### config.mk
export PLATFORM = sky130hd
export DESIGN_NAME = mem_arbiter
export DESIGN_NICKNAME = d
export VERILOG_FILES = /design/src/rtl/arb_pkg.sv /design/src/rtl/mem_arbiter.sv
export SDC_FILE = /design/constraint.sdc
export NUM_CORES = 1
export LEC_CHECK = 0
export ABC_CLOCK_PERIOD_IN_PS = 4500
export BUFFER_PORTS_ARGS = -buffer_cell sky130_fd_sc_hd__buf_2
export CORE_AREA = 4 4 115 117
export CTS_CLUSTER_DIAMETER = 60
export CTS_CLUSTER_SIZE = 8
export DETAILED_ROUTE_END_ITERATION = 6
export DIE_AREA = 0 0 119 121
export GPL_TIMING_DRIVEN = 0
export PLACE_DENSITY = 0.54
export SLEW_MARGIN = 20
export SYNTH_ARGS = -nofsm -noshare
export SYNTH_HDL_FRONTEND = slang
export SYNTH_SLANG_ARGS = --single-unit
export TNS_END_PERCENT = 30
### constraint.sdc
create_clock -name clk -period 4.5 [get_ports clk]
set_input_delay 0.225 -clock clk [delete_from_list [all_inputs] [get_ports clk]]
set_output_delay 0.225 -clock clk [all_outputs]
set_load 0.005 [all_outputs]
### src/rtl/arb_pkg.sv
// Shared definitions for the two-master memory arbiter: state encoding and master indices.
package arb_pkg;

  typedef enum logic [1:0] {
    IDLE = 2'd0,
    OWN0 = 2'd1,
    OWN1 = 2'd2
  } arb_state_t;

  localparam logic M0 = 1'b0;
  localparam logic M1 = 1'b1;

endpackage

### src/rtl/mem_arbiter.sv
// Round-robin arbiter with burst limit sharing one combinational-read memory port
// between the CPU core (master 0) and a loader/DMA requester (master 1).
module mem_arbiter
  import arb_pkg::*;
#(
  parameter int DATA_WIDTH = 32,
  parameter int ADDR_WIDTH = 32,
  parameter int MAX_BURST  = 8
) (
  input  logic                  clk,
  input  logic                  reset,
  input  logic                  m0_req,
  input  logic                  m0_we,
  input  logic [ADDR_WIDTH-1:0] m0_addr,
  input  logic [DATA_WIDTH-1:0] m0_wdata,
  output logic                  m0_gnt,
  output logic [DATA_WIDTH-1:0] m0_rdata,
  input  logic                  m1_req,
  input  logic                  m1_we,
  input  logic [ADDR_WIDTH-1:0] m1_addr,
  input  logic [DATA_WIDTH-1:0] m1_wdata,
  output logic                  m1_gnt,
  output logic [DATA_WIDTH-1:0] m1_rdata,
  output logic [ADDR_WIDTH-1:0] mem_addr,
  output logic [DATA_WIDTH-1:0] mem_wdata,
  output logic                  mem_we,
  input  logic [DATA_WIDTH-1:0] mem_rdata
);

  localparam int CW = $clog2(MAX_BURST + 1);

  arb_state_t    state_reg, state_next;
  logic          last_owner_reg, last_owner_next;
  logic [CW-1:0] burst_cnt_reg, burst_cnt_next;

  logic          owner_is_m1;
  logic          owner_req;
  logic          other_req;
  logic          owner_we;
  logic [CW:0]   cnt_inc;
  logic          burst_done;
  logic          cnt_sat;

  always_ff @(posedge clk or posedge reset) begin
    if (reset) begin
      state_reg      <= IDLE;
      last_owner_reg <= M1;
      burst_cnt_reg  <= '0;
    end else begin
      state_reg      <= state_next;
      last_owner_reg <= last_owner_next;
      burst_cnt_reg  <= burst_cnt_next;
    end
  end

  // Grants depend only on registered ownership, so a reset drops them at once.
  assign m0_gnt = (state_reg == OWN0) & m0_req;
  assign m1_gnt = (state_reg == OWN1) & m1_req;

  assign m0_rdata = mem_rdata;
  assign m1_rdata = mem_rdata;

  always_comb begin
    owner_we  = 1'b0;
    mem_addr  = '0;
    mem_wdata = '0;
    case (state_reg)
      OWN0: begin
        owner_we  = m0_we;
        mem_addr  = m0_addr;
        mem_wdata = m0_wdata;
      end
      OWN1: begin
        owner_we  = m1_we;
        mem_addr  = m1_addr;
        mem_wdata = m1_wdata;
      end
      default: ;
    endcase
  end

  assign mem_we = owner_we & (m0_gnt | m1_gnt);

  assign owner_is_m1 = (state_reg == OWN1);
  assign owner_req   = owner_is_m1 ? m1_req : m0_req;
  assign other_req   = owner_is_m1 ? m0_req : m1_req;
  assign cnt_inc     = {1'b0, burst_cnt_reg} + (CW+1)'(1);
  assign burst_done  = cnt_inc >= (CW+1)'(MAX_BURST);
  assign cnt_sat     = burst_cnt_reg == CW'(MAX_BURST);

  always_comb begin
    state_next      = state_reg;
    last_owner_next = last_owner_reg;
    burst_cnt_next  = burst_cnt_reg;
    case (state_reg)
      IDLE: begin
        burst_cnt_next = '0;
        if (m0_req && m1_req)
          state_next = (last_owner_reg == M1) ? OWN0 : OWN1;
        else if (m0_req)
          state_next = OWN0;
        else if (m1_req)
          state_next = OWN1;
      end
      OWN0, OWN1: begin
        // Hand off when the owner is done or has used up its burst while the other waits.
        if (other_req && (!owner_req || burst_done)) begin
          state_next      = owner_is_m1 ? OWN0 : OWN1;
          burst_cnt_next  = '0;
          last_owner_next = owner_is_m1 ? M1 : M0;
        end else if (owner_req) begin
          if (!cnt_sat)
            burst_cnt_next = cnt_inc[CW-1:0];
        end else begin
          state_next      = IDLE;
          last_owner_next = owner_is_m1 ? M1 : M0;
        end
      end
      default: state_next = IDLE;
    endcase
  end

endmodule

==> flow_metrics.py, run 1 <==
metrics = {
    "status": {
        "status": "finished, final reports clean",
    },
    "global_routing": {
        "grt_pass1_wl_mm": 14.52,
        "grt_pass1_vias": 2708,
        "track_usage": 0.1251,
        "antenna_found_initial": 2,
        "grt_max_degree": 11,
        "grt_overflow": 0,
    },
    "clock_tree": {
        "clk_latency_ns": 0.23,
        "cts_sinks": 7,
        "clk_pin_slew_worst_paths_ns": 0.04,
        "cts_resized": 0,
        "cts-root-buf": "clkbuf_16",
        "cts_max_level": 1,
        "cts_inserted_buffers": 3,
        "clock_path_buffers": 2,
        "cts_tree": "yes",
    },
    "power": {
        "internal-power_uw": 802.7,
        "swShare": 0.4551,
        "power.leakage_uw": 0.002036,
        "vdd_drop_max_mv": 0.3579,
        "power_uw": 1473,
        "pwr-share-seq": 0.079,
        "p_clk_frac": 0.103,
        "combPwrFrac": 0.818,
        "p_per_area_nw_per_um2": 428.2,
        "p_sw_uw": 670.6,
    },
    "route": {
        "drtIter0Drc": 61,
        "post_drt_via_cell_ratio": 4.069,
        "dr_total_vias": 2710,
        "drtPass1Iterations": 4,
        "wirelength_mm": 10.36,
        "drc": 0,
        "wl_per_cell_um": 15.56,
        "antenna_left": 0,
    },
    "yosys": {
        "synthArstFlopShare": 1.000,
        "synthCells": 224,
        "yosys_most_used_dff": "dfrtp_1",
        "syn-num-nets": 396,
        "synth_top_area_share": 0.3092,
        "synth.area.top_cells": "a22o_1 31%, buf_4 27%, dfrtp_1 8.3%, ha_1 4.1%, nand2b_1 1.7%",
        "synth_cell_types": 41,
        "synth_sequential_area_ratio": 0.09731,
        "synth.avg_cell_area_um2": 8.094,
        "syn_area_um2": 1813,
        "ys_top_cells_by_count": "64 x a22o_1, 64 x buf_4, 8 x inv_1, 8 x nand2_1, 7 x clkbuf_1",
        "yosysTopAreaCell": "a22o_1",
        "ys_ff_latch": 7,
        "synth_edf_count": 0,
        "ys_warn_count": 0,
    },
    "floorplanning": {
        "io_pins": 297,
        "initial_utilization": 0.1466,
        "core_area_um2": 12360,
        "num_rows": 41,
        "die_y_um": 121,
        "die_area_um2": 14400,
        "die_w_um": 119,
    },
    "timing": {
        "finClkSkew_ns": 0.0003946,
        "slew_headroom": 0.6933,
        "hold_violations": 0,
        "worst_pin_slew_ns": 0.4600,
        "tns_ns": 0,
        "fin_ws_ns": 1.902,
        "rsz0062_at_grt": "false",
        "post-route-period-util": 0.5772,
        "finalSetupViolations": 0,
        "maxSlewViolCount": 0,
        "fin_crit_ns": 2.598,
        "fmax_mhz": 385.0,
    },
    "final_layout": {
        "largest_reg_flops": 4,
        "fill_cells": 1354,
        "multiInputGateArea_um2": 1054,
        "layout.nets": 666,
        "area.growth.synth_to_final_pct": 89.79,
        "layout-drive-gt1-share": 0.6978,
        "ff_latch_area_um2": 176.4,
    },
    "worst_setup_path": {
        "crit_family": "buffers and inverters",
        "worstPathRequired_ns": 4.28,
        "worstSetupPathDepth": 7,
        "crit_end": "mem_wdata[9]",
        "critPathMaxFanout": 10,
        "crit_chain": "inv_1 > ha_1 > and2_2 > buf_2 > buf_1 > a22o_1 > buf_2",
        "crit_slowest_cell": "ha_1",
        "crit_path_end_kind": "primary output",
        "reg2reg_depth": 7,
        "crit_arrival_ns": 2.37,
        "r2r_end": "burst_cnt_reg[3]$_DFFE_PP0P_",
        "crit_start": "state_reg[1]$_DFFE_PP0P_",
        "cpMostUsedCell": "buf_2",
        "critical_path_class": "register to primary output",
        "critPathMaxStageDelay_ns": 0.42,
        "r2r_slack_ns": 2.42,
        "r2r_start": "state_reg[1]$_DFFE_PP0P_",
        "critPathBufInv": 4,
        "cp-start-kind": "register",
    },
    "hold_path": {
        "hold_path.class": "primary input to register",
    },
    "run": {
        "max_cap_violations": 0,
    },
    "placed_design": {
        "hpwl_mm": 9.281,
        "gp_congestion": 0.7808,
        "dp_slack_ns": 2.103,
        "numPortBuffers": 264,
    },
}
## stage by stage
stage	area, um2	std cells	util	hold slack (ns)
after floorplan	1813	224	-	0.02767
after global placement	3349	660	0.2709	0.1564
after detailed placement	3349	660	0.2709	0.1657
after CTS	3438	665	0.2781	0.4329
after global routing	3441	666	0.2783	0.4770
final	3441	666	0.2783	0.4388
## worst register-to-register path, delay by kind of cell, from the launching register on
family,cells,cell delay [ns]
buf+inv,1,0.08
flops,1,0.39
compound gates,5,1.08
fa+ha+maj,1,0.42
## final cells by class
class                           instances  area share
Antenna cell                            1   0.0007273
Sequential cell                         7     0.05127
Inverter                                8    0.008727
Multi-Input combinational cell        129      0.3062
Buffer                                 80      0.1607
Clock buffer                            4     0.02291
Timing Repair Buffer                  265      0.3869
Tap cell                              172     0.06255
## kinds of logic after synthesis
logic type,count (synthesis),share of synthesized area
compound gates,91,0.4327
fa+ha+maj,6,0.04141
buf+inv,88,0.3216
flops,7,0.09731
mux,4,0.02277
simple gates,28,0.08420
## worst min path at each step
stage | slack (ns) | startpoint | cells past startpoint | endpoint
2_1_floorplan | 0.03 | reset | 1 | burst_cnt_reg[0]$_DFFE_PP0P_
3_3_place_gp | 0.16 | reset | 2 | burst_cnt_reg[2]$_DFFE_PP0P_
3_5_place_dp | 0.17 | reset | 2 | burst_cnt_reg[2]$_DFFE_PP0P_
4_1_cts | 0.43 | m1_req | 3 | last_owner_reg$_DFFE_PP1P_
5_1_grt | 0.48 | m1_req | 3 | last_owner_reg$_DFFE_PP1P_
6_report | 0.44 | m1_req | 3 | last_owner_reg$_DFFE_PP1P_
## repair_timing
action | CTS | global route
hold buffers | 1 | 0
hold endpoints to repair | 6 | 0
buffers inserted | 0 | 0
## routing by layer
layer / GRT usage / wire [um] / vias to the layer above
li1: - / - / 1315
met1: 0.1498 / 4017 / 1243
met2: 0.2239 / 5252 / 140
met3: 0.02657 / 826 / 10
met4: 0.03693 / 253 / 2
met5: 0 / 13 / -
## cells in the final DEF (no fill, tap or decap), drive strengths merged, types with 2 or more instances in the layout
| cell | count |
|---|---|
| clkbuf | 11 |
| a22o | 64 |
| o2111ai | 2 |
| a21boi | 4 |
| a31o | 3 |
| dfrtp | 6 |
| and2 | 4 |
| ha | 6 |
| nand2 | 8 |
| mux2i | 3 |
| nand3 | 4 |
| a21oi | 2 |
| inv | 8 |
| buf | 337 |
| nor3 | 2 |
| nand2b | 5 |
| o21ai | 7 |
| a31oi | 2 |
## power by group through the flow
stage | combinational [uW] | clock [uW] | sequential, uW
3_5_place_dp | 1220 | 0 | 116
5_1_grt | 1330 | 161 | 121
3_3_place_gp | 1200 | 0 | 116
6_report | 1200 | 152 | 116
2_1_floorplan | 710 | 0 | 109
4_1_cts | 1230 | 157 | 115
No activity file was read; power rests on OpenSTA's default activity.
==> run 2: changes to the inputs <==
- ABC_CLOCK_PERIOD_IN_PS: 4500 -> 2100
- CORE_AREA: 4 4 115 117 -> 4 4 114 116
- DIE_AREA: 0 0 119 121 -> 0 0 118 120
- PLACE_DENSITY: 0.54 -> 0.57
- clock period: 4.5 -> 2.1 ns (I/O delays scaled with it)
==> run 2 against run 1 <==
Clock skew increased by 0.0016 ns. Count of clock-buffer cells in the layout did not move. Register-to-register slack worse by 2.3 ns. Clock power rose by 110%. Sequential power grew 120%. Sequential cell count unchanged. First-iteration DRC count increased by 54%. Largest cell class unchanged. Largest power group unchanged. Die area is 1.7% lower. Final cell count down 3.5%. Worst setup slack got worse by 1.9 ns. Combinational power increased by 140%.
==> flow_metrics.py, run 2 (same netlist as run 1, synthesis figures left out) <==
metrics = {
    "worst_setup_path": {
        "critical_path_class": "register to primary output",
        "crit_start": "state_reg[1]$_DFFE_PP0P_",
        "critPathMaxStageDelay_ns": 0.40,
        "crit_chain": "inv_2 > ha_4 > and2_2 > clkbuf_1 > a22o_1 > buf_2",
        "critPathMaxFanout": 10,
        "crit_path_end_kind": "primary output",
        "cp-start-kind": "register",
        "crit_slowest_cell": "dfrtp_1",
        "crit_family": "buffers and inverters",
        "r2r_start": "burst_cnt_reg[0]$_DFFE_PP0P_",
        "reg2reg_depth": 6,
        "worstPathRequired_ns": 2.00,
        "crit_arrival_ns": 1.94,
        "critPathBufInv": 3,
        "worstSetupPathDepth": 6,
    },
    "global_routing": {
        "antenna_found_initial": 0,
        "grt_overflow": 0,
        "grt_max_degree": 11,
        "track_usage": 0.1366,
        "grt_pass1_vias": 2686,
        "grt_pass1_wl_mm": 15.44,
    },
    "floorplanning": {
        "initial_utilization": 0.1522,
        "core_area_um2": 11910,
        "num_rows": 40,
        "die_y_um": 120,
        "io_pins": 297,
        "die_w_um": 118,
        "die_area_um2": 14160,
    },
    "timing": {
        "rsz0062_at_grt": "true",
        "maxSlewViolCount": 0,
        "finalSetupViolations": 0,
        "fin_ws_ns": 0.05210,
        "hold_violations": 0,
        "slew_headroom": 0.7111,
        "fin_crit_ns": 2.048,
        "fmax_mhz": 488.3,
        "worst_pin_slew_ns": 0.4333,
        "fin_hold_ws_ns": 0.3403,
        "finClkSkew_ns": 0.001966,
        "post-route-period-util": 0.9752,
    },
    "route": {
        "dr_total_vias": 2727,
        "drtPass1Iterations": 4,
        "wirelength_mm": 10.87,
        "antenna_left": 0,
        "post_drt_via_cell_ratio": 4.241,
        "wl_per_cell_um": 16.91,
        "drc": 0,
        "drtIter0Drc": 94,
    },
    "placed_design": {
        "dp_slack_ns": -0.2252,
        "gp_congestion": 0.8181,
        "placed_cell_area_um2": 3318,
        "hpwl_mm": 9.638,
        "numPortBuffers": 264,
    },
    "clock_tree": {
        "cts-root-buf": "clkbuf_16",
        "clock_path_buffers": 2,
        "cts_sinks": 7,
        "clk_latency_ns": 0.23,
        "cts_tree": "yes",
        "clk_pin_slew_worst_paths_ns": 0.04,
        "cts_inserted_buffers": 3,
        "cts_max_level": 1,
    },
    "power": {
        "internal-power_uw": 1866,
        "combPwrFrac": 0.830,
        "p_per_area_nw_per_um2": 974.8,
        "vdd_drop_max_mv": 0.7710,
        "power.leakage_uw": 0.002088,
        "p_sw_uw": 1527,
        "power_uw": 3393,
        "pwr-share-seq": 0.075,
        "p_clk_frac": 0.095,
        "swShare": 0.4499,
    },
    "final_layout": {
        "largest_reg_flops": 4,
        "layout_commonest_cell": "buf_2",
        "mostFrequentLayoutCells": "268 x buf_2, 69 x buf_4, 64 x a22o_1",
        "fin_util": 0.2922,
        "layout-drive-gt1-share": 0.7293,
        "area.growth.synth_to_final_pct": 91.99,
        "layout.nets": 668,
        "final_cell_area_um2": 3481,
    },
    "run": {
        "max_cap_violations": 0,
    },
    "hold_path": {
        "hold_path.class": "primary input to async pin",
    },
    "status": {
        "status": "finished, final reports clean",
    },
}
-- run 2: power by group through the flow --
| stage | clock network, uW | registers, uW | logic (uW) |
|---|---|---|---|
| detailed placement | 0 | 249 | 2680 |
| floorplan | 0 | 234 | 1520 |
| CTS | 327 | 252 | 2810 |
| finish | 321 | 254 | 2820 |
| global placement | 0 | 248 | 2650 |
| global route | 337 | 263 | 3100 |
-- run 2: final cells by class --
cell class / count / area [um2]
clock buffer: 4 / 78.83
inverter: 8 / 30.03
tap: 147 / 183.9
buffer: 80 / 591.8
fill: 1288 / 8431
multi-input combinational: 129 / 1071
sequential: 7 / 176.4
antenna: 1 / 2.502
timing repair buffer: 267 / 1346
-- run 2: stage by stage --
stage,cells,TNS [ns]
2_1_floorplan,224,0
3_3_place_gp,635,-5.078
3_5_place_dp,635,-7.606
4_1_cts,640,0
5_1_grt,642,-0.3562
6_report,643,0
-- run 2: what timing repair did --
action,4_1_cts,5_1_grt
hold endpoints to repair,6,0
endpoints found under the setup margin,65,53
setup buffers,0,1
pin swaps,0,0
cloned,0,1
hold buffers,1,0
resized for setup,21,9
-- run 2: layer usage --
metal,track usage,vias to the layer above,part of all wire
li1,-,1324,-
met1,0.1697,1238,0.40
met2,0.2318,158,0.48
met3,0.05184,7,0.11
met4,0.01612,0,0.0056
met5,0,-,0
-- run 2: worst paths after layout --
| kind | endpoint | slack, ns |
|---|---|---|
| max in group asynchronous | last_owner_reg$_DFFE_PP1P_ | 1.50 |
| worst max register to register | state_reg[1]$_DFFE_PP0P_ | 0.14 |
| worst min-delay path | state_reg[1]$_DFFE_PP0P_ | 0.34 |
| min in group clk | last_owner_reg$_DFFE_PP1P_ | 0.35 |
| worst min register to register | last_owner_reg$_DFFE_PP1P_ | 0.55 |
| worst max-delay path | mem_addr[11] | 0.05 |
-- run 2: worst min-delay path, stage by stage --
cell,delay (ns)
dlygate4sd3_1,0.53
buf_2,0.12
inv_1,0.19
==> run 3: changes to the inputs <==
- ABC_CLOCK_PERIOD_IN_PS: 2100 -> 2460
- CORE_AREA: 4 4 114 116 -> 4 4 115 117
- DIE_AREA: 0 0 118 120 -> 0 0 119 121
- PLACE_DENSITY: 0.57 -> 0.54
- clock period: 2.1 -> 2.46 ns (I/O delays scaled with it)
==> run 3 against run 2 <==
Via count decreased by 0.84%. Clock power decreased by 13%. Non-clock buffer count decreased by 2.
==> flow_metrics.py, run 3 (same netlist as run 1, synthesis figures left out) <==
metrics = {
    "final_layout": {
        "layout-drive-gt1-share": 0.7181,
        "layout.nets": 666,
        "mostFrequentLayoutCells": "269 x buf_2, 64 x a22o_1, 64 x buf_4",
        "multiInputGateArea_um2": 1056,
        "layout_commonest_cell": "buf_2",
        "fin_util": 0.2800,
        "fill_cells": 1352,
        "largest_reg_flops": 4,
        "ff_latch_area_um2": 176.4,
        "area.growth.synth_to_final_pct": 90.96,
    },
    "timing": {
        "tns_ns": 0,
        "maxSlewViolCount": 0,
        "fin_crit_ns": 2.266,
        "fin_hold_ws_ns": 0.3369,
        "worst_pin_slew_ns": 0.4307,
        "slew_headroom": 0.7129,
        "finClkSkew_ns": 0.0005170,
        "hold_violations": 0,
        "rsz0062_at_grt": "false",
        "fmax_mhz": 441.3,
        "finalSetupViolations": 0,
        "post-route-period-util": 0.9212,
    },
    "route": {
        "wirelength_mm": 10.37,
        "antenna_left": 0,
        "drtPass1Iterations": 4,
        "dr_total_vias": 2704,
        "post_drt_via_cell_ratio": 4.060,
        "drtIter0Drc": 76,
        "wl_per_cell_um": 15.57,
        "drc": 0,
    },
    "clock_tree": {
        "cts_tree": "yes",
        "cts_max_level": 1,
        "clock_path_buffers": 2,
        "cts_inserted_buffers": 3,
        "clk_latency_ns": 0.23,
        "post-cts-setup-buffers": 0,
        "clk_pin_slew_worst_paths_ns": 0.04,
        "cts-root-buf": "clkbuf_16",
        "cts_sinks": 7,
    },
    "floorplanning": {
        "initial_utilization": 0.1466,
        "die_area_um2": 14400,
        "num_rows": 41,
        "core_area_um2": 12360,
        "die_w_um": 119,
        "die_y_um": 121,
        "io_pins": 297,
    },
    "power": {
        "power.leakage_uw": 0.002066,
        "vdd_drop_max_mv": 0.6558,
        "p_per_area_nw_per_um2": 789.2,
    },
    "global_routing": {
        "track_usage": 0.1250,
        "use_met1": 0.1495,
        "grt.busiest_layer": "met2",
        "grt_overflow": 0,
        "grt_max_degree": 11,
        "grt_pass1_vias": 2707,
        "antenna_found_initial": 2,
        "grt_util_met2": 0.2239,
        "grt_pass1_wl_mm": 14.51,
        "use_met3": 0.02657,
    },
    "worst_setup_path": {
        "critical_path_class": "register to primary output",
        "crit_path_end_kind": "primary output",
        "r2r_slack_ns": 0.42,
        "cp-start-kind": "register",
        "crit_arrival_ns": 2.14,
        "critPathMaxFanout": 10,
        "worstPathRequired_ns": 2.34,
    },
    "placed_design": {
        "hpwl_mm": 9.281,
        "numPortBuffers": 264,
        "gp_congestion": 0.7808,
    },
    "run": {
        "max_cap_violations": 0,
    },
    "status": {
        "status": "finished, final reports clean",
    },
    "hold_path": {
        "hold_path.class": "primary input to register",
    },
}
[run 3: routing by layer]
| layer | part of all wire | up-vias |
|---|---|---|
| li1 | - | 1317 |
| met1 | 0.39 | 1238 |
| met2 | 0.51 | 136 |
| met3 | 0.078 | 11 |
| met4 | 0.025 | 2 |
| met5 | 0.0013 | - |
[run 3: through the flow]
step	instance area [um2]	total power (uW)	std cells	worst slack, ns
3_3_place_gp	3349	2415	660	0.1794
6_report	3462	2732	666	0.1940
2_1_floorplan	1813	1498	224	0.6250
3_5_place_dp	3349	2444	660	0.1649
4_1_cts	3448	2757	665	0.001598
5_1_grt	3462	2977	666	0.02918
[run 3: report_power, final]
part	switching (uW)	internal [uW]	leakage (uW)
registers	51.0	162	0.0000900
clock network	62.7	216	0.0000382
logic	1110	1130	0.00194
total	1230	1500	0.00207
[run 3: worst paths after layout]
kind / from / end / cells past startpoint
max in group asynchronous: reset / last_owner_reg$_DFFE_PP1P_ / 3
min in group asynchronous: reset / burst_cnt_reg[3]$_DFFE_PP0P_ / 3
hold / removal: m1_req / last_owner_reg$_DFFE_PP1P_ / 3
hold reg to reg: last_owner_reg$_DFFE_PP1P_ / last_owner_reg$_DFFE_PP1P_ / 1
setup reg to reg: state_reg[1]$_DFFE_PP0P_ / burst_cnt_reg[3]$_DFFE_PP0P_ / 7
setup / recovery: state_reg[1]$_DFFE_PP0P_ / mem_we / 8
[run 3: repair_timing]
item	4_1_cts	5_1_grt
gates resized for setup	8	6
hold buffers	1	0
endpoints found under the hold margin	6	0
endpoints found under the setup margin	50	50
[run 3: critical path: stages, from the launching register on]
cell and delay (ns):
dfrtp_1 0.39, inv_1 0.08, ha_2 0.41, and2_2 0.20, clkbuf_4 0.24, clkbuf_4 0.25
nand2_1 0.07, a2bb2oi_1 0.13, buf_2 0.13
[run 3: area by class of cell]
cell class / count / share of cell area
Buffer: 80 / 0.1652
Multi-Input combinational cell: 129 / 0.3050
Tap cell: 172 / 0.06216
Timing Repair Buffer: 265 / 0.3845
Clock buffer: 4 / 0.02277
Inverter: 8 / 0.008674
Sequential cell: 7 / 0.05096
Antenna cell: 1 / 0.0007228
